<file path="config.mk">
export PLATFORM = sky130hd
export DESIGN_NAME = mem_arbiter_flat
export DESIGN_NICKNAME = d
export VERILOG_FILES = /design/src/rtl/mem_arb_pkg.sv /design/src/rtl/mem_arbiter_if.sv /design/src/rtl/mem_arb_lane_merge.sv /design/src/rtl/mem_arbiter.sv /design/src/flat_wrapper.sv
export SDC_FILE = /design/constraint.sdc
export NUM_CORES = 1
export LEC_CHECK = 0
export ABC_AREA = 1
export CELL_PAD_IN_SITES_DETAIL_PLACEMENT = 1
export CELL_PAD_IN_SITES_GLOBAL_PLACEMENT = 1
export CORE_MARGIN = 5
export CORE_UTILIZATION = 29
export CTS_CLUSTER_DIAMETER = 40
export DETAILED_ROUTE_END_ITERATION = 8
export GPL_TIMING_DRIVEN = 0
export HOLD_SLACK_MARGIN = 0.1
export PLACE_DENSITY = 0.79
export RECOVER_POWER = 50
export SLEW_MARGIN = 20
export SYNTH_ARGS = -nofsm -noshare
export SYNTH_HDL_FRONTEND = slang
export SYNTH_SLANG_ARGS = --single-unit
</file>
<file path="constraint.sdc">
create_clock -name clk -period 3.5 [get_ports clk]
set_clock_uncertainty 0.05 [all_clocks]
set_input_delay 0.35 -clock clk [delete_from_list [all_inputs] [get_ports clk]]
set_output_delay 0.35 -clock clk [all_outputs]
set_load 0.01 [all_outputs]
</file>
<file path="src/rtl/mem_arb_pkg.sv">
// Shared encodings for mem_arbiter: access sizes, FSM states, byte-lane masks and the latched request.
package mem_arb_pkg;

    localparam logic [1:0] SZ_B = 2'b00;
    localparam logic [1:0] SZ_H = 2'b01;
    localparam logic [1:0] SZ_W = 2'b10;

    localparam logic [3:0] LANE_B = 4'b0001;
    localparam logic [3:0] LANE_H = 4'b0011;
    localparam logic [3:0] LANE_W = 4'b1111;

    typedef enum logic [2:0] {
        IDLE,
        RD,
        MRG,
        WR,
        DONE
    } state_t;

    typedef struct packed {
        logic        we;
        logic [1:0]  size;
        logic [1:0]  boff;
        logic [31:0] wdata;
    } req_t;

    // Size 11 has no legal alignment, so it is reported the same way as a misaligned access.
    function automatic logic is_misaligned(input logic [1:0] size, input logic [1:0] boff);
        logic bad;
        bad = 1'b1;
        if (size == SZ_B)      bad = 1'b0;
        else if (size == SZ_H) bad = boff[0];
        else if (size == SZ_W) bad = (boff != 2'b00);
        return bad;
    endfunction

endpackage

</file>
<file path="src/rtl/mem_arbiter_if.sv">
// Two-port request/response bundle between requesters (master) and mem_arbiter (slave).
interface mem_arbiter_if;

    logic [1:0]       req_valid;
    logic [1:0]       req_ready;
    logic [1:0]       req_we;
    logic [1:0][1:0]  req_size;
    logic [1:0][31:0] req_addr;
    logic [1:0][31:0] req_wdata;
    logic [1:0]       resp_valid;
    logic [1:0]       resp_err;
    logic [31:0]      resp_rdata;

    modport master (
        output req_valid, req_we, req_size, req_addr, req_wdata,
        input  req_ready, resp_valid, resp_err, resp_rdata
    );

    modport slave (
        input  req_valid, req_we, req_size, req_addr, req_wdata,
        output req_ready, resp_valid, resp_err, resp_rdata
    );

endinterface

</file>
<file path="src/rtl/mem_arb_lane_merge.sv">
// Combinational little-endian lane merge: drops byte/half store data into its lanes of old_word.
// Also yields the lane mask; size 11 is treated as a full word (never reaches here in practice).
module mem_arb_lane_merge
    import mem_arb_pkg::*;
(
    input  logic [31:0] old_word,
    input  logic [31:0] wdata,
    input  logic [1:0]  size,
    input  logic [1:0]  addr,
    output logic [31:0] merged,
    output logic [3:0]  mask
);

    logic [31:0] repl;

    always_comb begin
        repl   = wdata;
        mask   = LANE_W;
        merged = old_word;
        if (size == SZ_B) begin
            repl = {4{wdata[7:0]}};
            mask = LANE_B << addr;
        end else if (size == SZ_H) begin
            repl = {2{wdata[15:0]}};
            mask = LANE_H << {addr[1], 1'b0};
        end
        for (int i = 0; i < 4; i++) begin
            if (mask[i]) merged[8*i +: 8] = repl[8*i +: 8];
        end
    end

endmodule

</file>
<file path="src/rtl/mem_arbiter.sv">
// Round-robin two-port arbiter for a single-port sync-read memory; load/SW 2 cycles, RMW 4, misaligned 1.
// One access in flight (req_ready only in IDLE); MEM_ARB_BYTEMASK_EN adds mem_be and skips RMW.
module mem_arbiter
    import mem_arb_pkg::*;
#(
    parameter int ADDR_W = 10
) (
    input  logic              clk,
    input  logic              rst,
    mem_arbiter_if.slave      bus,
    output logic              mem_en,
    output logic              mem_we,
    output logic [ADDR_W-1:0] mem_addr,
    output logic [31:0]       mem_wdata,
    input  logic [31:0]       mem_rdata
`ifdef MEM_ARB_BYTEMASK_EN
    ,
    output logic [3:0]        mem_be
`endif
);

    state_t      state;
    logic        ptr;
    logic        gnt;
    logic        rd_resp;
    req_t        lat;

    logic        any_vld;
    logic        sel;
    logic        accept;
    logic [31:0] in_addr;
    req_t        in_req;

    logic [31:0] mg_old;
    logic [31:0] mg_wdata;
    logic [31:0] mg_merged;
    logic [1:0]  mg_size;
    logic [1:0]  mg_boff;
    logic [3:0]  mg_mask;
    logic        unused_bits;

    assign any_vld = |bus.req_valid;
    assign sel     = (&bus.req_valid) ? ptr : bus.req_valid[1];
    assign accept  = !rst && (state == IDLE) && any_vld;
    assign in_addr = bus.req_addr[sel];
    assign in_req  = '{we: bus.req_we[sel], size: bus.req_size[sel],
                       boff: in_addr[1:0], wdata: bus.req_wdata[sel]};

    always_comb begin
        bus.req_ready      = 2'b00;
        bus.req_ready[sel] = accept;
    end

    // The memory's own output register holds the read word during DONE, so it is gated straight out.
    assign bus.resp_rdata = rd_resp ? mem_rdata : 32'h0;

`ifdef MEM_ARB_BYTEMASK_EN
    assign mg_old      = 32'h0;
    assign mg_wdata    = in_req.wdata;
    assign mg_size     = in_req.size;
    assign mg_boff     = in_req.boff;
    assign unused_bits = ^{bus.req_addr[0][31:ADDR_W+2], bus.req_addr[1][31:ADDR_W+2],
                           lat.size, lat.boff, lat.wdata};
`else
    assign mg_old      = mem_rdata;
    assign mg_wdata    = lat.wdata;
    assign mg_size     = lat.size;
    assign mg_boff     = lat.boff;
    assign unused_bits = ^{bus.req_addr[0][31:ADDR_W+2], bus.req_addr[1][31:ADDR_W+2], mg_mask};
`endif

    mem_arb_lane_merge u_merge (
        .old_word (mg_old),
        .wdata    (mg_wdata),
        .size     (mg_size),
        .addr     (mg_boff),
        .merged   (mg_merged),
        .mask     (mg_mask)
    );

    always_ff @(posedge clk or posedge rst) begin
        if (rst) begin
            state          <= IDLE;
            ptr            <= 1'b0;
            gnt            <= 1'b0;
            rd_resp        <= 1'b0;
            lat            <= '0;
            mem_en         <= 1'b0;
            mem_we         <= 1'b0;
            mem_addr       <= '0;
            mem_wdata      <= 32'h0;
            bus.resp_valid <= 2'b00;
            bus.resp_err   <= 2'b00;
`ifdef MEM_ARB_BYTEMASK_EN
            mem_be         <= 4'h0;
`endif
        end else begin
            bus.resp_valid <= 2'b00;
            bus.resp_err   <= 2'b00;
            rd_resp        <= 1'b0;
            case (state)
                IDLE: begin
                    if (any_vld) begin
                        gnt      <= sel;
                        ptr      <= ~sel;
                        lat      <= in_req;
                        mem_addr <= in_addr[ADDR_W+1:2];
                        if (is_misaligned(in_req.size, in_req.boff)) begin
                            state               <= DONE;
                            bus.resp_valid[sel] <= 1'b1;
                            bus.resp_err[sel]   <= 1'b1;
`ifdef MEM_ARB_BYTEMASK_EN
                        end else if (in_req.we) begin
                            state     <= WR;
                            mem_en    <= 1'b1;
                            mem_we    <= 1'b1;
                            mem_wdata <= mg_merged;
                            mem_be    <= mg_mask;
`else
                        end else if (in_req.we && in_req.size == SZ_W) begin
                            state     <= WR;
                            mem_en    <= 1'b1;
                            mem_we    <= 1'b1;
                            mem_wdata <= in_req.wdata;
`endif
                        end else begin
                            state  <= RD;
                            mem_en <= 1'b1;
                            mem_we <= 1'b0;
                        end
                    end
                end
                RD: begin
                    mem_en <= 1'b0;
                    if (lat.we) begin
                        state <= MRG;
                    end else begin
                        state               <= DONE;
                        bus.resp_valid[gnt] <= 1'b1;
                        rd_resp             <= 1'b1;
                    end
                end
                MRG: begin
                    state     <= WR;
                    mem_en    <= 1'b1;
                    mem_we    <= 1'b1;
                    mem_wdata <= mg_merged;
                end
                WR: begin
                    state               <= DONE;
                    mem_en              <= 1'b0;
                    mem_we              <= 1'b0;
                    bus.resp_valid[gnt] <= 1'b1;
`ifdef MEM_ARB_BYTEMASK_EN
                    mem_be              <= 4'h0;
`endif
                end
                DONE:    state <= IDLE;
                default: state <= IDLE;
            endcase
        end
    end

endmodule

</file>
<file path="src/flat_wrapper.sv">
// flat-port wrapper written by rule: the top's interface ports become plain ports
module mem_arbiter_flat import mem_arb_pkg::*;
#(
    parameter int ADDR_W = 10
)
  (clk, rst, mem_en, mem_we, mem_addr, mem_wdata, mem_rdata, bus_req_valid, bus_req_we, bus_req_size, bus_req_addr, bus_req_wdata, bus_req_ready, bus_resp_valid, bus_resp_err, bus_resp_rdata);
  mem_arbiter_if bus_i ();
  input  logic clk;
  input  logic rst;
  output logic mem_en;
  output logic mem_we;
  output logic [ADDR_W-1:0] mem_addr;
  output logic [31:0] mem_wdata;
  input  logic [31:0] mem_rdata;
  input wire logic [$bits(bus_i.req_valid)-1:0] bus_req_valid;
  input wire logic [$bits(bus_i.req_we)-1:0] bus_req_we;
  input wire logic [$bits(bus_i.req_size)-1:0] bus_req_size;
  input wire logic [$bits(bus_i.req_addr)-1:0] bus_req_addr;
  input wire logic [$bits(bus_i.req_wdata)-1:0] bus_req_wdata;
  output wire logic [$bits(bus_i.req_ready)-1:0] bus_req_ready;
  output wire logic [$bits(bus_i.resp_valid)-1:0] bus_resp_valid;
  output wire logic [$bits(bus_i.resp_err)-1:0] bus_resp_err;
  output wire logic [$bits(bus_i.resp_rdata)-1:0] bus_resp_rdata;
  assign bus_i.req_valid = bus_req_valid;
  assign bus_i.req_we = bus_req_we;
  assign bus_i.req_size = bus_req_size;
  assign bus_i.req_addr = bus_req_addr;
  assign bus_i.req_wdata = bus_req_wdata;
  assign bus_req_ready = bus_i.req_ready;
  assign bus_resp_valid = bus_i.resp_valid;
  assign bus_resp_err = bus_i.resp_err;
  assign bus_resp_rdata = bus_i.resp_rdata;
  mem_arbiter #(.ADDR_W(ADDR_W)) u_core (.clk(clk), .rst(rst), .bus(bus_i), .mem_en(mem_en), .mem_we(mem_we), .mem_addr(mem_addr), .mem_wdata(mem_wdata), .mem_rdata(mem_rdata));
endmodule
</file>
==> results of run 1 <==
==> state kept, by name (all words and copies together) (netlist names), 2 cells and up <==
name,flops
u_core.mem_wdata,32
u_core.mg_wdata,32
u_core.mem_addr,10
u_core.state,3
u_core.bus.resp_err,2
u_core.bus.resp_valid,2
u_core.mg_boff,2
u_core.mg_size,2
==> cells by family (layout without fill, tap and decap cells) <==
group | count (synthesis) | count (layout) | synth area share (%)
and+or+nand+nor | 524 | 524 | 38.39
DFF | 91 | 91 | 39.50
buffers and inverters | 172 | 400 | 12.17
AOI/OAI and AO/OA | 106 | 106 | 9.939
==> power groups by stage <==
stage                     logic (mW)  registers, mW  clock network, mW
after floorplan                 1.95           1.96                  0
after global placement          3.58           1.92                  0
after detailed placement        3.69           1.93                  0
after CTS                       3.70           1.92               1.07
after global routing            4.03           1.98               1.11
final                           3.59           1.91               1.05
==> Yosys cell counts <==
| library cell | instances |
|---|---|
| a21oi_1 | 5 |
| buf_1 | 1 |
| buf_2 | 18 |
| buf_4 | 3 |
| buf_6 | 3 |
| clkbuf_1 | 30 |
| dfrtp_1 | 91 |
| inv_1 | 115 |
| inv_2 | 2 |
| nand2_1 | 355 |
| nand2_2 | 3 |
| nand2b_1 | 1 |
| nand3_1 | 77 |
| nand3_4 | 2 |
| nand3b_1 | 1 |
| nand4_1 | 43 |
| nor2_1 | 41 |
| nor3_1 | 1 |
| o211ai_1 | 16 |
| o21ai_0 | 81 |
| o21ai_1 | 2 |
| o22ai_1 | 2 |
==> worst register-to-register path, delay by kind of cell (launching register included) <==
family                 cells  cell delay (ps)
and+or+nand+nor            6              600
AOI/OAI and AO/OA          1              330
DFF                        1              370
buffers and inverters      4              840
==> worst max path at each step <==
| stage | start | endpoint | cells after the start |
|---|---|---|---|
| 2_1_floorplan | rst | u_core.bus.resp_err[0] | 1 |
| 3_3_place_gp | rst | u_core.mg_wdata[18] | 2 |
| 3_5_place_dp | bus_req_valid[0] | bus_req_ready[0] | 8 |
| 4_1_cts | bus_req_valid[0] | bus_req_ready[0] | 8 |
| 5_1_grt | bus_req_valid[0] | bus_req_ready[0] | 8 |
| 6_report | bus_req_valid[0] | bus_req_ready[0] | 8 |
==> cell type report <==
| type | instances | area, sq um |
|---|---|---|
| clock inverter | 7 | 81.33 |
| tap | 265 | 331.6 |
| fill | 2554 | 10980 |
| buffer | 55 | 262.8 |
| timing repair buffer | 212 | 2140 |
| clock buffer | 9 | 225.2 |
| sequential | 91 | 2277 |
| multi-input combinational | 630 | 2786 |
| inverter | 117 | 440.4 |
==> through the flow <==
| stage | worst slack, ps | instances | TNS (ps) |
|---|---|---|---|
| 2_1_floorplan | 736.4 | 893 | 0 |
| 3_3_place_gp | -1019 | 1369 | -91920 |
| 3_5_place_dp | 391.4 | 1370 | 0 |
| 4_1_cts | 391.8 | 1386 | 0 |
| 5_1_grt | 192.7 | 1386 | 0 |
| 6_report | 396.1 | 1386 | 0 |
==> metal layers <==
metal	share of wire, %	track usage [%]	vias up
met2	46	34.76	194
met1	45	27.93	3114
li1	-	-	3284
met3	7.5	4.698	22
met5	0	0	-
met4	1.4	4.986	0
==> results by group, run 1 <==
Setup path
  – Slowest stage delay, CP: 550 ps
  – Worst R2R Path Depth: 11
  – Worst reg2reg startpoint: u_core.ptr
  – Crit Reg-Reg Endpoint: u_core.mem_wdata[31]
  – Worst endpoint required time: 3100 ps
  – Crit-path max FO: 10
  – CP arrival: 2700 ps
  – Critical Setup Path Class: input pin to output pin
  – Delay-heaviest family, CP: buffers and inverters
  – Setup slack, reg-to-reg: 1250 ps
  – Nature of the critical path startpoint: input pin
  – Max stage delay cell, worst path: clkdlybuf4s50_1
  – Worst path bufs/invs: 4
  – CP cell instances: clkdlybuf4s50_1, nand2_2, nand2_2, buf_4, clkbuf_1, nand2_1, nor2_1, clkdlybuf4s50_1
  – CP Capture Type: output pin

Final layout
  – Most frequent cells in the layout: 355 x nand2_1, 170 x clkdlybuf4s50_1, 114 x inv_1
  – Area grow syn2layout: 48.20%
  – Final instance area: 0.008544 sq mm
  – Ant diodes: 0
  – Most common cell after layout, fill and taps aside: nand2_1
  – Fin nets: 1286
  – Share of cells above drive strength 1: 4.371%
  – Core Util, Final: 43.76%

Yosys
  – Dominant cells by area after synthesis: dfrtp_1 39%, nand2_1 23%, inv_1 7.5%
  – Post-synthesis sequential element count: 91
  – Top-area cell type share of the netlist area: 39.50%
  – Leading area contributor after synthesis: dfrtp_1
  – Synth unique cells: 22
  – Sequential area share after synthesis: 39.50%
  – Cell Area, Synth: 0.005766 sq mm
  – Mapped Nets: 1063
  – Synth warnings: 0
  – Cells after Synth: 893
  – Syn Area/Cell: 6.456 sq um

Placement
  – Placed inst area: 0.008242 sq mm
  – Routability congestion estimate: 0.8838
  – Hpwl dp: 18600 um
  – PortBufs: 211

Clock tree
  – # resized after CTS: 0
  – Worst skew pair latency: 360 ps
  – H-Tree Level Count: 3
  – TritonCTS Buffers: 9
  – CTS Buffer Depth: 2
  – Clock transition at the registers of the reported paths: 80 ps
  – CTS tree: done
  – CTS Root Cell: clkbuf_16
  – # clock sinks: 91
  – Setup Buffers After CTS: 0
  – CTS Hold Buffers Added: 0

Power
  – Sw Pwr: 3.031 mW
  – Seq pwr share: 29.2%
  – Int Power: 3.520 mW
  – Maximum vdd drop: 0.3605 mV
  – PwrDens: 766.7 mW/mm^2
  – P_leak: 4.461 nW
  – Total Power: 6.551 mW
  – Clock share of power: 16.0%
  – Gate power share: 54.8%
  – Sw Ratio: 46.26%

Timing
  – Peak Freq: 0.3222 GHz
  – RSZ-0062 raised after global routing: false
  – Final hold violation count: 0
  – Final Critical Period: 3104 ps
  – Hold Worst Slack: 390.2 ps
  – Period utilization: 88.68%
  – Max-slew headroom: -5.749%
  – Setup violations, final: 0
  – Slew Limit Fails: 31
  – Worst-Margin Slew: 1578 ps

Route
  – DR DRC count: 0
  – Vias/cell: 4.772
  – Routed Antenna Nets: 0
  – WL/cell: 17.13 um
  – Routed via count: 6614
  – Iteration count of the initial detailed-routing pass: 5
  – Final wirelength: 23740 um
  – DRT iter0 DRCs: 433

Global routing
  – Vias in the first global route: 6848
  – First-pass GRT wire length: 37420 um
  – Pin count of the biggest net entering global routing: 62
  – GRT Util Overall: 20.98%
  – Total gr overflow: 0
  – Initial antenna violation count: 0

Status
  – Status: complete, but fails checks
  – Failing checks: capacitance limit, slew limit

Floorplanning
  – Die Area: 0.02280 sq mm
  – Initial Util: 29.53%
  – Core ar.: 0.01953 sq mm
  – Die H: 151 um
  – FP Rows: 51
  – Die width: 151 um
  – Io pins: 252

Hold path
  – HP Start: u_core.lat[36]
  – Min-Delay Path Depth: 1
  – Tightest Hold Check Type: flip-flop to flip-flop
  – Hold EP: u_core.rd_resp

Flow run
  – # Max-Cap Violations: 1
(Power assumes the default switching activity.)
==> inputs of run 2 (changes only) <==
- CORE_UTILIZATION: 29 -> 31
- PLACE_DENSITY: 0.79 -> 0.84
- clock period: 3.5 -> 3.6 ns (I/O delays scaled with it)
==> results by group, run 2 (synthesized netlist as in run 1, its figures left out) <==
Placement
  – Hpwl dp: 18490 um (was 18600 um)
  – Placed inst area: 0.008197 sq mm (was 0.008242 sq mm)
  – Inst Count DP: 1334 (was 1370)
  – Routability congestion estimate: 0.9192 (was 0.8838)
  – PortBufs: 211 (unchanged)

Setup path
  – Critical path capture point: bus_req_ready[0] (unchanged)
  – CP arrival: 2650 ps (was 2700 ps)
  – CP cell instances: clkdlybuf4s50_1, nand2_2, nand2_2, buf_4, clkbuf_1, nand2_1, nor2_1, clkdlybuf4s50_1 (unchanged)
  – Worst R2R Path Depth: 11 (unchanged)
  – Slowest stage delay, CP: 550 ps (about the same)
  – Worst endpoint required time: 3190 ps (was 3100 ps)
  – Worst reg2reg startpoint: u_core.ptr (unchanged)
  – Nature of the critical path startpoint: input pin (unchanged)
  – Setup slack, reg-to-reg: 1400 ps (was 1250 ps)
  – Crit Reg-Reg Endpoint: u_core.mem_wdata[22] (was u_core.mem_wdata[31])
  – Setup crit start: bus_req_valid[0] (unchanged)
  – Crit-path max FO: 10 (unchanged)
  – CP Capture Type: output pin (unchanged)
  – Critical Setup Path Class: input pin to output pin (unchanged)
  – Max stage delay cell, worst path: clkdlybuf4s50_1 (unchanged)

Power
  – Total Power: 6.388 mW (was 6.551 mW)
  – Maximum vdd drop: 0.2912 mV (was 0.3605 mV)
  – P_leak: 4.468 nW (was 4.461 nW)
  – PwrDens: 750.5 mW/mm^2 (was 766.7 mW/mm^2)

Clock tree
  – Worst skew pair latency: 350 ps (was 360 ps)
  – CTS Hold Buffers Added: 0 (unchanged)
  – H-Tree Level Count: 3 (unchanged)
  – CTS tree: done (unchanged)
  – # resized after CTS: 0 (unchanged)
  – CTS Buffer Depth: 2 (unchanged)
  – Setup Buffers After CTS: 0 (unchanged)
  – # clock sinks: 91 (unchanged)
  – TritonCTS Buffers: 9 (unchanged)
  – CTS Root Cell: clkbuf_16 (unchanged)
  – Clock transition at the registers of the reported paths: 70 ps (was 80 ps)

Floorplanning
  – Io pins: 252 (unchanged)
  – FP Rows: 49 (was 51)
  – Die H: 146.4 um (was 151 um)
  – Die width: 146.4 um (was 151 um)
  – Die Area: 0.02143 sq mm (was 0.02280 sq mm)
  – Initial Util: 31.77% (was 29.53%)
  – Core ar.: 0.01815 sq mm (was 0.01953 sq mm)

Timing
  – Worst-Margin Slew: 1251 ps (was 1578 ps)
  – Peak Freq: 0.3273 GHz
  – Final hold violation count: 0 (unchanged)
  – Max-slew headroom: 16.13% (was -5.749%)
  – RSZ-0062 raised after global routing: false (unchanged)
  – Slew Limit Fails: 0 (was 31)
  – Setup violations, final: 0 (unchanged)
  – Period utilization: 84.88%
  – Final Critical Period: 3056 ps
  – Hold Worst Slack: 386.8 ps (was 390.2 ps)

Global routing
  – Pin count of the biggest net entering global routing: 68 (was 62)
  – Initial antenna violation count: 0 (unchanged)
  – GRT Util Overall: 21.89% (was 20.98%)
  – Total gr overflow: 0 (unchanged)
  – First-pass GRT wire length: 37720 um (was 37420 um)
  – Vias in the first global route: 6902 (was 6848)

Route
  – WL/cell: 17.48 um (was 17.13 um)
  – Routed Antenna Nets: 0 (unchanged)
  – Vias/cell: 4.933 (was 4.772)
  – DR DRC count: 0 (unchanged)
  – Routed via count: 6660 (was 6614)
  – DRT iter0 DRCs: 352 (was 433)
  – Final wirelength: 23590 um (was 23740 um)
  – Iteration count of the initial detailed-routing pass: 4 (was 5)

Status
  – Status: finished, final reports clean (was complete, but fails checks)

Final layout
  – Most frequent cells in the layout: 355 x nand2_1, 170 x clkdlybuf4s50_1, 114 x inv_1 (unchanged)
  – Area grow syn2layout: 47.63% (was 48.20%)
  – Fin cells: 1350 (was 1386)
  – Ant diodes: 0 (unchanged)
  – Share of cells above drive strength 1: 4.282% (was 4.371%)
  – Most common cell after layout, fill and taps aside: nand2_1 (unchanged)
  – Core Util, Final: 46.90% (was 43.76%)
  – Fin nets: 1286 (unchanged)
  – Final instance area: 0.008512 sq mm (was 0.008544 sq mm)

Hold path
  – Tightest Hold Check Type: flip-flop to flip-flop (unchanged)

Flow run
  – # Max-Cap Violations: 0 (was 1)
[run 2: report_power, final]
part | switching, mW | internal (mW)
Sequential | 0.345 | 1.52
Combinational | 2.13 | 1.35
Clock | 0.433 | 0.611
Total | 2.90 | 3.48
[run 2: critical path: cells and delay by family]
kind                   cells  cell delay, ps
buffers and inverters      4            1700
AND/OR/NAND/NOR            4             590
[run 2: worst min-delay path by stage]
stage                         startpoint                  to  slack (ps)  cells after the start
after detailed placement  u_core.lat[36]      u_core.rd_resp         380                      1
after global placement    u_core.lat[36]      u_core.rd_resp         370                      1
after floorplan           u_core.lat[36]      u_core.rd_resp         360                      1
final                     u_core.lat[36]      u_core.rd_resp         390                      1
after global routing      u_core.lat[36]      u_core.rd_resp         420                      1
after CTS                            rst  u_core.mem_addr[0]         340                      2
[run 2: layout make-up]
| class | count | area [sq um] |
|---|---|---|
| inverters | 117 | 440.4 |
| plain buffers | 55 | 262.8 |
| clock buffers | 10 | 229.0 |
| fillers | 2356 | 9635 |
| clock inverters | 6 | 90.09 |
| well taps | 229 | 286.5 |
| multi-input cells | 630 | 2786 |
| repair buffers | 212 | 2140 |
| flip-flops and latches | 91 | 2277 |
[run 2: through the flow]
stage               setup TNS, ps  setup slack [ps]
detailed placement              0             555.4
floorplan                       0             826.4
global route                    0             324.8
global placement           -74880            -831.2
finish                          0             544.4
CTS                             0             497.8
[run 2: routing by layer]
| metal | global-route usage [%] | routed length (um) | part of all wire [%] |
|---|---|---|---|
| met5 | 0 | 0 | 0 |
| met4 | 5.786 | 573 | 2.4 |
| met3 | 6.601 | 1675 | 7.1 |
| met2 | 36.26 | 11110 | 47 |
| met1 | 27.91 | 10240 | 43 |
==> inputs of run 3 (changes only) <==
- CORE_UTILIZATION: 31 -> 29
- PLACE_DENSITY: 0.84 -> 0.79
- clock period: 3.6 -> 3.2 ns (I/O delays scaled with it)
==> results by group, run 3 (synthesized netlist as in run 1, its figures left out) <==
Status
  – Status: finished, final reports clean (unchanged)

Power
  – P_leak: 4.455 nW (was 4.468 nW)
  – PwrDens: 839.9 mW/mm^2 (was 750.5 mW/mm^2)
  – Maximum vdd drop: 0.3934 mV (was 0.2912 mV)

Route
  – Iteration count of the initial detailed-routing pass: 5 (was 4)
  – DRT iter0 DRCs: 442 (was 352)
  – Final wirelength: 23730 um (was 23590 um)
  – Routed via count: 6614 (was 6660)
  – DR DRC count: 0 (unchanged)
  – Vias/cell: 4.772 (was 4.933)
  – WL/cell: 17.12 um (was 17.48 um)
  – Routed Antenna Nets: 0 (unchanged)

Placement
  – Hpwl dp: 18600 um (was 18490 um)
  – PortBufs: 211 (unchanged)
  – Post-placement setup slack: 151.4 ps (was 555.4 ps)
  – Routability congestion estimate: 0.8838 (was 0.9192)
  – Inst Count DP: 1370 (was 1334)

Timing
  – Fin worst setup slack: 193.9 ps (was 544.4 ps)
  – Worst-Margin Slew: 1438 ps (was 1251 ps)
  – Final Critical Period: 3006 ps
  – Setup violations, final: 0 (unchanged)
  – Final hold violation count: 0 (unchanged)
  – Peak Freq: 0.3327 GHz
  – Setup TNS: 0 ps (unchanged)
  – Max-slew headroom: 3.586% (was 16.13%)
  – Slew Limit Fails: 0 (unchanged)
  – Period utilization: 93.94%
  – RSZ-0062 raised after global routing: false (unchanged)

Clock tree
  – Worst skew pair latency: 360 ps (was 350 ps)
  – CTS Buffer Depth: 2 (unchanged)
  – CTS Root Cell: clkbuf_16 (unchanged)
  – CTS tree: done (unchanged)
  – Clock transition at the registers of the reported paths: 80 ps (was 70 ps)
  – H-Tree Level Count: 3 (unchanged)
  – # clock sinks: 91 (unchanged)
  – TritonCTS Buffers: 9 (unchanged)
  – CTS Hold Buffers Added: 0 (unchanged)

Setup path
  – CP Capture Type: output pin (unchanged)
  – Nature of the critical path startpoint: input pin (unchanged)
  – Worst path bufs/invs: 5 (was 4)
  – Max stage delay cell, worst path: clkdlybuf4s50_1 (unchanged)
  – Slowest stage delay, CP: 500 ps (was 550 ps)
  – Delay-heaviest family, CP: buffers and inverters (unchanged)
  – Critical Setup Path Class: input pin to output pin (unchanged)
  – CP cell instances: clkdlybuf4s50_1, nand2_2, nand2_2, buf_4, clkbuf_1, buf_2, nor3_1, clkdlybuf4s50_1 (was clkdlybuf4s50_1, nand2_2, nand2_2, buf_4, clkbuf_1, nand2_1, nor2_1, clkdlybuf4s50_1)
  – CP arrival: 2640 ps (was 2650 ps)
  – Crit-path max FO: 10 (unchanged)
  – Worst endpoint required time: 2830 ps (was 3190 ps)

Hold path
  – Tightest Hold Check Type: flip-flop to flip-flop (unchanged)

Global routing
  – Vias in the first global route: 6848 (was 6902)
  – GRT Util Overall: 20.98% (was 21.89%)
  – Total gr overflow: 0 (unchanged)
  – Initial antenna violation count: 0 (unchanged)
  – First-pass GRT wire length: 37420 um (was 37720 um)
  – Pin count of the biggest net entering global routing: 62 (was 68)

Floorplanning
  – Io pins: 252 (unchanged)
  – Core ar.: 0.01953 sq mm (was 0.01815 sq mm)
  – Die Area: 0.02280 sq mm (was 0.02143 sq mm)
  – Die width: 151 um (was 146.4 um)
  – Die H: 151 um (was 146.4 um)
  – Initial Util: 29.53% (was 31.77%)
  – FP Rows: 51 (was 49)

Final layout
  – Most common cell after layout, fill and taps aside: nand2_1 (unchanged)
  – Fin cells: 1386 (was 1350)
  – Fill count: 2555 (was 2356)
  – Share of cells above drive strength 1: 4.460% (was 4.282%)
  – Area grow syn2layout: 47.87% (was 47.63%)
  – Most frequent cells in the layout: 355 x nand2_1, 171 x clkdlybuf4s50_1, 114 x inv_1 (was 355 x nand2_1, 170 x clkdlybuf4s50_1, 114 x inv_1)
  – Ant diodes: 0 (unchanged)
  – Fin nets: 1286 (unchanged)

Flow run
  – # Max-Cap Violations: 0 (unchanged)
## run 3: per-stage QoR
step                area, sq um  power [mW]  utilization [%]  hold WS, ps
finish                     8526       7.161            43.66        389.6
global route               8526       7.785            43.66        437.1
CTS                        8548       7.322            43.78        321.3
detailed placement         8242       6.146            42.21        382.4
global placement           8209       6.013            42.04        377.4
floorplan                  5766       4.272                -        362.5
## run 3: worst paths after layout
path                       slack (ps)             start  cells past startpoint                   end
max                               190  bus_req_valid[0]                      8      bus_req_ready[1]
min                               390    u_core.lat[36]                      1        u_core.rd_resp
max reg2reg                       950        u_core.ptr                     11  u_core.mem_wdata[31]
min reg2reg                       390    u_core.lat[36]                      1        u_core.rd_resp
max in group asynchronous         760               rst                      3   u_core.mg_wdata[16]
min in group asynchronous         730               rst                      2    u_core.mem_addr[6]
## run 3: layout make-up
class,count,area [sq um],area share [%]
inverters,117,440.4,5.166
plain buffers,55,264.0,3.097
clock buffers,9,225.2,2.642
well taps,265,331.6,3.889
clock inverters,7,81.33,0.9539
repair buffers,212,2120,24.86
multi-input cells,630,2786,32.68
flip-flops and latches,91,2277,26.71
## run 3: repair_timing
item / in CTS / in global routing
endpoints found under the setup margin: 0 / 1
setup buffers: 0 / 0
gates resized for setup: 0 / 2
## run 3: metal layers
| metal | vias to the layer above | global-route usage (%) | share of wire, % |
|---|---|---|---|
| li1 | 3287 | - | - |
| met1 | 3119 | 27.93 | 45 |
| met2 | 189 | 34.76 | 46 |
| met3 | 19 | 4.698 | 7.2 |
| met4 | 0 | 4.986 | 1.3 |
| met5 | - | 0 | 0 |
## run 3: report_power, final
group / switching, mW / total [mW] / internal (mW)
Combinational: 2.40 / 3.92 / 1.52
Sequential: 0.379 / 2.09 / 1.71
Clock: 0.528 / 1.15 / 0.620
Total: 3.31 / 7.16 / 3.85
